--- config.mk ---
export PLATFORM = sky130hd
export DESIGN_NAME = multicycle_ctrl_flat
export DESIGN_NICKNAME = d
export VERILOG_FILES = /design/src/rtl/multicycle_ctrl_pkg.sv /design/src/rtl/multicycle_ctrl_if.sv /design/src/rtl/multicycle_ctrl_perf.sv /design/src/rtl/multicycle_ctrl.sv /design/src/flat_wrapper.sv
export SDC_FILE = /design/constraint.sdc
export NUM_CORES = 1
export LEC_CHECK = 0
export ABC_AREA = 1
export CORE_UTILIZATION = 33
export CTS_BUF_LIST = sky130_fd_sc_hd__clkbuf_4
export DETAILED_ROUTE_END_ITERATION = 10
export PLACE_DENSITY_LB_ADDON = 0.1
export SLEW_MARGIN = 15
export SYNTH_ARGS = -nofsm -noshare
export SYNTH_HDL_FRONTEND = slang
export SYNTH_HIERARCHICAL = 1
export SYNTH_SLANG_ARGS = --single-unit
--- constraint.sdc ---
create_clock -name clk -period 1.35 [get_ports clk]
set_input_delay 0.3375 -clock clk [delete_from_list [all_inputs] [get_ports clk]]
set_output_delay 0.3375 -clock clk [all_outputs]
set_load 0.05 [all_outputs]
--- src/rtl/multicycle_ctrl_pkg.sv ---
// rtl/multicycle_ctrl_pkg.sv - state encoding, opcodes and select encodings for multicycle_ctrl
package multicycle_ctrl_pkg;

   typedef enum logic [3:0] {
      S_FETCH   = 4'd0,
      S_DECODE  = 4'd1,
      S_MEMADR  = 4'd2,
      S_MEMRD   = 4'd3,
      S_MEMWB   = 4'd4,
      S_MEMWR   = 4'd5,
      S_RTYPEEX = 4'd6,
      S_ALUWB   = 4'd7,
      S_BEQEX   = 4'd8,
      S_ADDIEX  = 4'd9,
      S_ADDIWB  = 4'd10,
      S_JEX     = 4'd11,
      S_TRAP    = 4'd12
   } state_t;

   localparam logic [5:0] OP_LW    = 6'b100011;
   localparam logic [5:0] OP_SW    = 6'b101011;
   localparam logic [5:0] OP_RTYPE = 6'b000000;
   localparam logic [5:0] OP_BEQ   = 6'b000100;
   localparam logic [5:0] OP_ADDI  = 6'b001000;
   localparam logic [5:0] OP_J     = 6'b000010;

   localparam logic [1:0] ALUSRCB_REGB  = 2'b00;
   localparam logic [1:0] ALUSRCB_FOUR  = 2'b01;
   localparam logic [1:0] ALUSRCB_IMM   = 2'b10;
   localparam logic [1:0] ALUSRCB_IMMSH = 2'b11;

   localparam logic [1:0] PCSRC_ALURES = 2'b00;
   localparam logic [1:0] PCSRC_ALUOUT = 2'b01;
   localparam logic [1:0] PCSRC_JUMP   = 2'b10;

   localparam logic [1:0] ALUOP_ADD   = 2'b00;
   localparam logic [1:0] ALUOP_SUB   = 2'b01;
   localparam logic [1:0] ALUOP_FUNCT = 2'b10;

   function automatic state_t decode_next(input logic [5:0] op);
      case (op)
         OP_LW, OP_SW: return S_MEMADR;
         OP_RTYPE:     return S_RTYPEEX;
         OP_BEQ:       return S_BEQEX;
         OP_ADDI:      return S_ADDIEX;
         OP_J:         return S_JEX;
         default:      return S_TRAP;
      endcase
   endfunction

endpackage

--- src/rtl/multicycle_ctrl_if.sv ---
// rtl/multicycle_ctrl_if.sv - controller <-> datapath/memory signal bundle
interface multicycle_ctrl_if;
   logic [5:0] op;
   logic       zero;
   logic       mem_ready;
   logic       mem_req;
   logic       mem_we;
   logic       iord;
   logic       irwrite;
   logic       pc_en;
   logic [1:0] pcsrc;
   logic       alusrca;
   logic [1:0] alusrcb;
   logic [1:0] aluop;
   logic       regdst;
   logic       memtoreg;
   logic       regwrite;
   logic       trap;

   modport master (
      input  op, zero, mem_ready,
      output mem_req, mem_we, iord, irwrite, pc_en, pcsrc, alusrca, alusrcb,
             aluop, regdst, memtoreg, regwrite, trap
   );

   modport slave (
      output op, zero, mem_ready,
      input  mem_req, mem_we, iord, irwrite, pc_en, pcsrc, alusrca, alusrcb,
             aluop, regdst, memtoreg, regwrite, trap
   );
endinterface

--- src/rtl/multicycle_ctrl_perf.sv ---
// rtl/multicycle_ctrl_perf.sv - free-running cycle and retired-instruction counters
module multicycle_ctrl_perf #(
   parameter int CNT_WIDTH = 32
) (
   input  logic                 clk,
   input  logic                 rst,
   input  logic                 retire,
   output logic [CNT_WIDTH-1:0] cycle_cnt,
   output logic [CNT_WIDTH-1:0] instr_cnt
);
   logic [CNT_WIDTH-1:0] cycle_q, cycle_d;
   logic [CNT_WIDTH-1:0] instr_q, instr_d;

   always_comb begin
      cycle_d = cycle_q + CNT_WIDTH'(1);
      instr_d = instr_q + CNT_WIDTH'(retire);
   end

   always_ff @(posedge clk) begin
      if (rst) begin
         cycle_q <= '0;
         instr_q <= '0;
      end else begin
         cycle_q <= cycle_d;
         instr_q <= instr_d;
      end
   end

   assign cycle_cnt = cycle_q;
   assign instr_cnt = instr_q;
endmodule

--- src/rtl/multicycle_ctrl.sv ---
// rtl/multicycle_ctrl.sv - multi-cycle MIPS control FSM; MULTICYCLE_CTRL_PERF_EN adds perf counters
module multicycle_ctrl
   import multicycle_ctrl_pkg::*;
#(
   parameter int CNT_WIDTH   = 32,
   parameter int MEM_TIMEOUT = 0
) (
   input  logic                 clk,
   input  logic                 rst,
   multicycle_ctrl_if.master    bus,
   output logic [CNT_WIDTH-1:0] cycle_cnt,
   output logic [CNT_WIDTH-1:0] instr_cnt
);
   localparam int TW = (MEM_TIMEOUT > 1) ? $clog2(MEM_TIMEOUT) : 1;
   localparam logic [TW-1:0] WAIT_LAST = TW'((MEM_TIMEOUT > 0) ? MEM_TIMEOUT - 1 : 0);

   state_t          state_q, state_d;
   logic [TW-1:0]   wait_q, wait_d;
   logic            trap_q, trap_d;

   logic       mem_req_s, mem_we_s, iord_s, irwrite_s, pc_en_s;
   logic [1:0] pcsrc_s, alusrcb_s, aluop_s;
   logic       alusrca_s, regdst_s, memtoreg_s, regwrite_s;
   logic       mem_stall, timeout;

   always_comb begin
      mem_req_s  = 1'b0;
      mem_we_s   = 1'b0;
      iord_s     = 1'b0;
      irwrite_s  = 1'b0;
      pc_en_s    = 1'b0;
      pcsrc_s    = PCSRC_ALURES;
      alusrca_s  = 1'b0;
      alusrcb_s  = ALUSRCB_REGB;
      aluop_s    = ALUOP_ADD;
      regdst_s   = 1'b0;
      memtoreg_s = 1'b0;
      regwrite_s = 1'b0;
      case (state_q)
         S_FETCH: begin
            mem_req_s = 1'b1;
            alusrcb_s = ALUSRCB_FOUR;
            irwrite_s = bus.mem_ready;
            pc_en_s   = bus.mem_ready;
         end
         S_DECODE:  alusrcb_s = ALUSRCB_IMMSH;
         S_MEMADR: begin
            alusrca_s = 1'b1;
            alusrcb_s = ALUSRCB_IMM;
         end
         S_MEMRD: begin
            mem_req_s = 1'b1;
            iord_s    = 1'b1;
         end
         S_MEMWB: begin
            regwrite_s = 1'b1;
            memtoreg_s = 1'b1;
         end
         S_MEMWR: begin
            mem_req_s = 1'b1;
            mem_we_s  = 1'b1;
            iord_s    = 1'b1;
         end
         S_RTYPEEX: begin
            alusrca_s = 1'b1;
            aluop_s   = ALUOP_FUNCT;
         end
         S_ALUWB: begin
            regwrite_s = 1'b1;
            regdst_s   = 1'b1;
         end
         S_BEQEX: begin
            alusrca_s = 1'b1;
            aluop_s   = ALUOP_SUB;
            pcsrc_s   = PCSRC_ALUOUT;
            pc_en_s   = bus.zero;
         end
         S_ADDIEX: begin
            alusrca_s = 1'b1;
            alusrcb_s = ALUSRCB_IMM;
         end
         S_ADDIWB:  regwrite_s = 1'b1;
         S_JEX: begin
            pcsrc_s = PCSRC_JUMP;
            pc_en_s = 1'b1;
         end
         default: ;
      endcase
   end

   // mem_ready on the last allowed wait cycle still advances normally
   assign mem_stall = mem_req_s & ~bus.mem_ready;
   assign timeout   = (MEM_TIMEOUT > 0) && mem_stall && (wait_q == WAIT_LAST);

   always_comb begin
      state_d = state_q;
      case (state_q)
         S_FETCH:   if (bus.mem_ready) state_d = S_DECODE;
         S_DECODE:  state_d = decode_next(bus.op);
         S_MEMADR:  state_d = (bus.op == OP_LW) ? S_MEMRD : S_MEMWR;
         S_MEMRD:   if (bus.mem_ready) state_d = S_MEMWB;
         S_MEMWB:   state_d = S_FETCH;
         S_MEMWR:   if (bus.mem_ready) state_d = S_FETCH;
         S_RTYPEEX: state_d = S_ALUWB;
         S_ALUWB:   state_d = S_FETCH;
         S_BEQEX:   state_d = S_FETCH;
         S_ADDIEX:  state_d = S_ADDIWB;
         S_ADDIWB:  state_d = S_FETCH;
         S_JEX:     state_d = S_FETCH;
         default:   state_d = S_TRAP;
      endcase
      if (timeout) state_d = S_TRAP;
      trap_d = trap_q | (state_d == S_TRAP);
      wait_d = (state_d != state_q) ? '0 : (mem_stall ? wait_q + TW'(1) : wait_q);
   end

   always_ff @(posedge clk) begin
      if (rst) begin
         state_q <= S_FETCH;
         wait_q  <= '0;
         trap_q  <= 1'b0;
      end else begin
         state_q <= state_d;
         wait_q  <= wait_d;
         trap_q  <= trap_d;
      end
   end

   assign bus.mem_req  = mem_req_s  & ~rst;
   assign bus.mem_we   = mem_we_s   & ~rst;
   assign bus.iord     = iord_s     & ~rst;
   assign bus.irwrite  = irwrite_s  & ~rst;
   assign bus.pc_en    = pc_en_s    & ~rst;
   assign bus.pcsrc    = rst ? 2'b00 : pcsrc_s;
   assign bus.alusrca  = alusrca_s  & ~rst;
   assign bus.alusrcb  = rst ? 2'b00 : alusrcb_s;
   assign bus.aluop    = rst ? 2'b00 : aluop_s;
   assign bus.regdst   = regdst_s   & ~rst;
   assign bus.memtoreg = memtoreg_s & ~rst;
   assign bus.regwrite = regwrite_s & ~rst;
   assign bus.trap     = trap_q;

`ifdef MULTICYCLE_CTRL_PERF_EN
   logic retire;
   // every instruction ends by returning to FETCH; TRAP never does
   assign retire = (state_d == S_FETCH) && (state_q != S_FETCH);

   multicycle_ctrl_perf #(
      .CNT_WIDTH (CNT_WIDTH)
   ) u_perf (
      .clk       (clk),
      .rst       (rst),
      .retire    (retire),
      .cycle_cnt (cycle_cnt),
      .instr_cnt (instr_cnt)
   );
`else
   assign cycle_cnt = '0;
   assign instr_cnt = '0;
`endif
endmodule

--- src/flat_wrapper.sv ---
// flat-port wrapper written by rule: the top's interface ports become plain ports
module multicycle_ctrl_flat import multicycle_ctrl_pkg::*;
#(
   parameter int CNT_WIDTH   = 32,
   parameter int MEM_TIMEOUT = 0
)
  (clk, rst, cycle_cnt, instr_cnt, bus_op, bus_zero, bus_mem_ready, bus_mem_req, bus_mem_we, bus_iord, bus_irwrite, bus_pc_en, bus_pcsrc, bus_alusrca, bus_alusrcb, bus_aluop, bus_regdst, bus_memtoreg, bus_regwrite, bus_trap);
  multicycle_ctrl_if bus_i ();
  input  logic clk;
  input  logic rst;
  output logic [CNT_WIDTH-1:0] cycle_cnt;
  output logic [CNT_WIDTH-1:0] instr_cnt;
  input wire logic [$bits(bus_i.op)-1:0] bus_op;
  input wire logic [$bits(bus_i.zero)-1:0] bus_zero;
  input wire logic [$bits(bus_i.mem_ready)-1:0] bus_mem_ready;
  output wire logic [$bits(bus_i.mem_req)-1:0] bus_mem_req;
  output wire logic [$bits(bus_i.mem_we)-1:0] bus_mem_we;
  output wire logic [$bits(bus_i.iord)-1:0] bus_iord;
  output wire logic [$bits(bus_i.irwrite)-1:0] bus_irwrite;
  output wire logic [$bits(bus_i.pc_en)-1:0] bus_pc_en;
  output wire logic [$bits(bus_i.pcsrc)-1:0] bus_pcsrc;
  output wire logic [$bits(bus_i.alusrca)-1:0] bus_alusrca;
  output wire logic [$bits(bus_i.alusrcb)-1:0] bus_alusrcb;
  output wire logic [$bits(bus_i.aluop)-1:0] bus_aluop;
  output wire logic [$bits(bus_i.regdst)-1:0] bus_regdst;
  output wire logic [$bits(bus_i.memtoreg)-1:0] bus_memtoreg;
  output wire logic [$bits(bus_i.regwrite)-1:0] bus_regwrite;
  output wire logic [$bits(bus_i.trap)-1:0] bus_trap;
  assign bus_i.op = bus_op;
  assign bus_i.zero = bus_zero;
  assign bus_i.mem_ready = bus_mem_ready;
  assign bus_mem_req = bus_i.mem_req;
  assign bus_mem_we = bus_i.mem_we;
  assign bus_iord = bus_i.iord;
  assign bus_irwrite = bus_i.irwrite;
  assign bus_pc_en = bus_i.pc_en;
  assign bus_pcsrc = bus_i.pcsrc;
  assign bus_alusrca = bus_i.alusrca;
  assign bus_alusrcb = bus_i.alusrcb;
  assign bus_aluop = bus_i.aluop;
  assign bus_regdst = bus_i.regdst;
  assign bus_memtoreg = bus_i.memtoreg;
  assign bus_regwrite = bus_i.regwrite;
  assign bus_trap = bus_i.trap;
  multicycle_ctrl #(.CNT_WIDTH(CNT_WIDTH), .MEM_TIMEOUT(MEM_TIMEOUT)) u_core (.clk(clk), .rst(rst), .bus(bus_i), .cycle_cnt(cycle_cnt), .instr_cnt(instr_cnt));
endmodule
==> out/metrics.csv <==
metric;value;unit
r2r_start;u_core/state_q[1];
period_share;125;%
start_util;36.1;%
syn-cell-area;1030;sq um
reg2reg_slack;0.02;ns
htree_levels;1;
vdd_drop_max;0.442;mV
synth_edf_count;0;
gp_congestion;0.844;
grt_pass1_wl;3.58;mm
fmax;590;MHz
whs_path_depth;2;
syn_avg_cell_area;6.39;sq um
die_h;57.8;um
dp_hpwl;2.01;mm
holdPathEnd;u_core/bus.trap;
synth.most_common_cell;buf_4;
rsz0062_at_grt;yes;
grt_pass1_vias;840;
synthTopCellsByArea;buf_4 47%, dfxtp_1 9.7%, nor2_1 7.7%;
clk_pin_slew;0.04;ns
pre_cts_ws;-0.566;ns
synthFlopType;dfxtp_1;
outcome;finished with violations;
ys_seq_elements;5;
drv_slew;0;
min_from;u_core/bus.trap;
hold_viol;0;
viasPerCell;4.15;
io_buffers;25;
design.core.area;2850;sq um
violations;design-rule violations, negative setup slack;
fin_ws;-0.344;ns
yosysWarnings;6;
critPathLaunchType;primary input;
drt-pass1-iter-count;7;
drive_above_1_share;47.6;%
synth_cells;161;
post-synth-top-area-cell;buf_4;
root_buffer;clkbuf_4;
diodes;0;
rr_endpoint;u_core/state_q[0];
postCtsHoldBufs;0;
power;1.43;mW
num_vias;1062;
nets;236;
r2r_cells;9;
io-pin-count;90;
grt_max_degree;8;
clk_latency;0.24;ns
die_w;57.8;um
clock_skew;0.00409;ns
pwr_density_cell;783;nW/um^2
ys_types;25;
grt_usage;13.8;%
path_max_fanout;2;
fin_hold_ws;0.499;ns
ys_seq_area_share;9.73;%
worstPathRequired;1.01;ns
p_leak;0.897;nW
avgRoutedWirePerCell;9.70;um
antenna_found_initial;0;
dieArea;3340;sq um
yosys.area.top_type_share;46.7;%
worstSetupPathType;primary input to primary output;
worst_setup_path_end_kind;primary output;
drv_cap;0;
async_flop_share;0;%
postRouteAntennaNets;0;
cts_tree;built;
drt-initial-drc-count;23;
cts.sinks;5;
rows;19;
yosys-top-cells-count;64 x buf_4, 21 x nor2_1, 13 x nand2_1;
drcViolationCount;8;
worst_ep_arrival_time;1.36;ns
wl;2.48;mm
min_period;1.69;ns
gr-total-overflow;0;
setup_viol;15;
hp-class;flop to flop;
area_delta_synth_final;77.1;%
cts_made_buffers;3;
cts_buffer_depth;2;
final_util;63.9;%
## metrics by stage
| step | instances | area, sq um | TNS [ns] |
|---|---|---|---|
| 2_1_floorplan | 224 | 1390 | -2.07 |
| 3_3_place_gp | 247 | 1570 | -7.52 |
| 3_5_place_dp | 247 | 1570 | -7.89 |
| 4_1_cts | 256 | 1770 | -4.27 |
| 5_1_grt | 256 | 1820 | -5.26 |
| 6_report | 256 | 1820 | -4.26 |
## logic make-up after synthesis
group / Yosys count / synth area share (%)
DFF: 5 / 9.73
AOI/OAI and AO/OA: 15 / 9.49
other: 1 / 0.365
buffers and inverters: 80 / 52.6
and+or+nand+nor: 60 / 27.9
## state kept, by name, indices dropped and copies added (netlist names)
register and count:
u_core/state_q 4, u_core/bus.trap 1
## where the power goes
part           switching, mW  leakage [nW]  internal, mW  total (mW)
Clock                 0.0594        0.0184         0.132       0.191
Sequential            0.0153        0.0434         0.160       0.176
Combinational          0.739         0.835         0.320        1.06
Total                  0.814         0.897         0.612        1.43
## layer usage
layer  track usage, %  share of wire, %  up-vias
li1                 -                 -      515
met2             25.8                57       59
met3             2.23               7.0        4
met4             6.46               1.2        0
met1             15.1                35      484
met5                0                 0        -
## cells in the final DEF (no fill, tap or decap), types with 6 or more instances in the layout
| master | n |
|---|---|
| nor2_4 | 13 |
| nand2_1 | 12 |
| nor2_1 | 6 |
| buf_6 | 10 |
| buf_4 | 28 |
| nand3_1 | 6 |
| inv_1 | 7 |
| buf_12 | 14 |
| conb_1 | 64 |
| nor2_2 | 7 |
## worst max-delay path by stage
stage	start	end	slack (ns)	depth (start not counted)
2_1_floorplan	u_core/state_q[3]	bus_pc_en	-0.42	5
6_report	bus_mem_ready	bus_pc_en	-0.34	5
3_5_place_dp	rst	bus_regwrite	-0.57	6
4_1_cts	u_core/state_q[0]	bus_regwrite	-0.35	6
5_1_grt	u_core/state_q[3]	bus_pc_en	-0.39	6
3_3_place_gp	rst	bus_pc_en	-0.52	5
## timing repair
action,in CTS,in global routing
endpoints found under the hold margin,0,0
resized for setup,39,14
gates cloned,0,0
endpoints found under the setup margin,17,19
setup buffers,5,0
pin swaps,11,9
## critical path: stages
cell and delay, ns:
clkdlybuf4s50_1 0.44, nand2_2 0.12, nor2_4 0.04, a211o_4 0.26
buf_8 0.15
## layout make-up
cell class / count / area, sq um
inverter: 15 / 76.3
multi-input combinational: 139 / 848
tap: 31 / 38.8
timing repair buffer: 62 / 716
fill: 256 / 1030
clock buffer: 4 / 30.0
sequential: 5 / 113
Note: power is estimated with default switching activity, not from simulation.
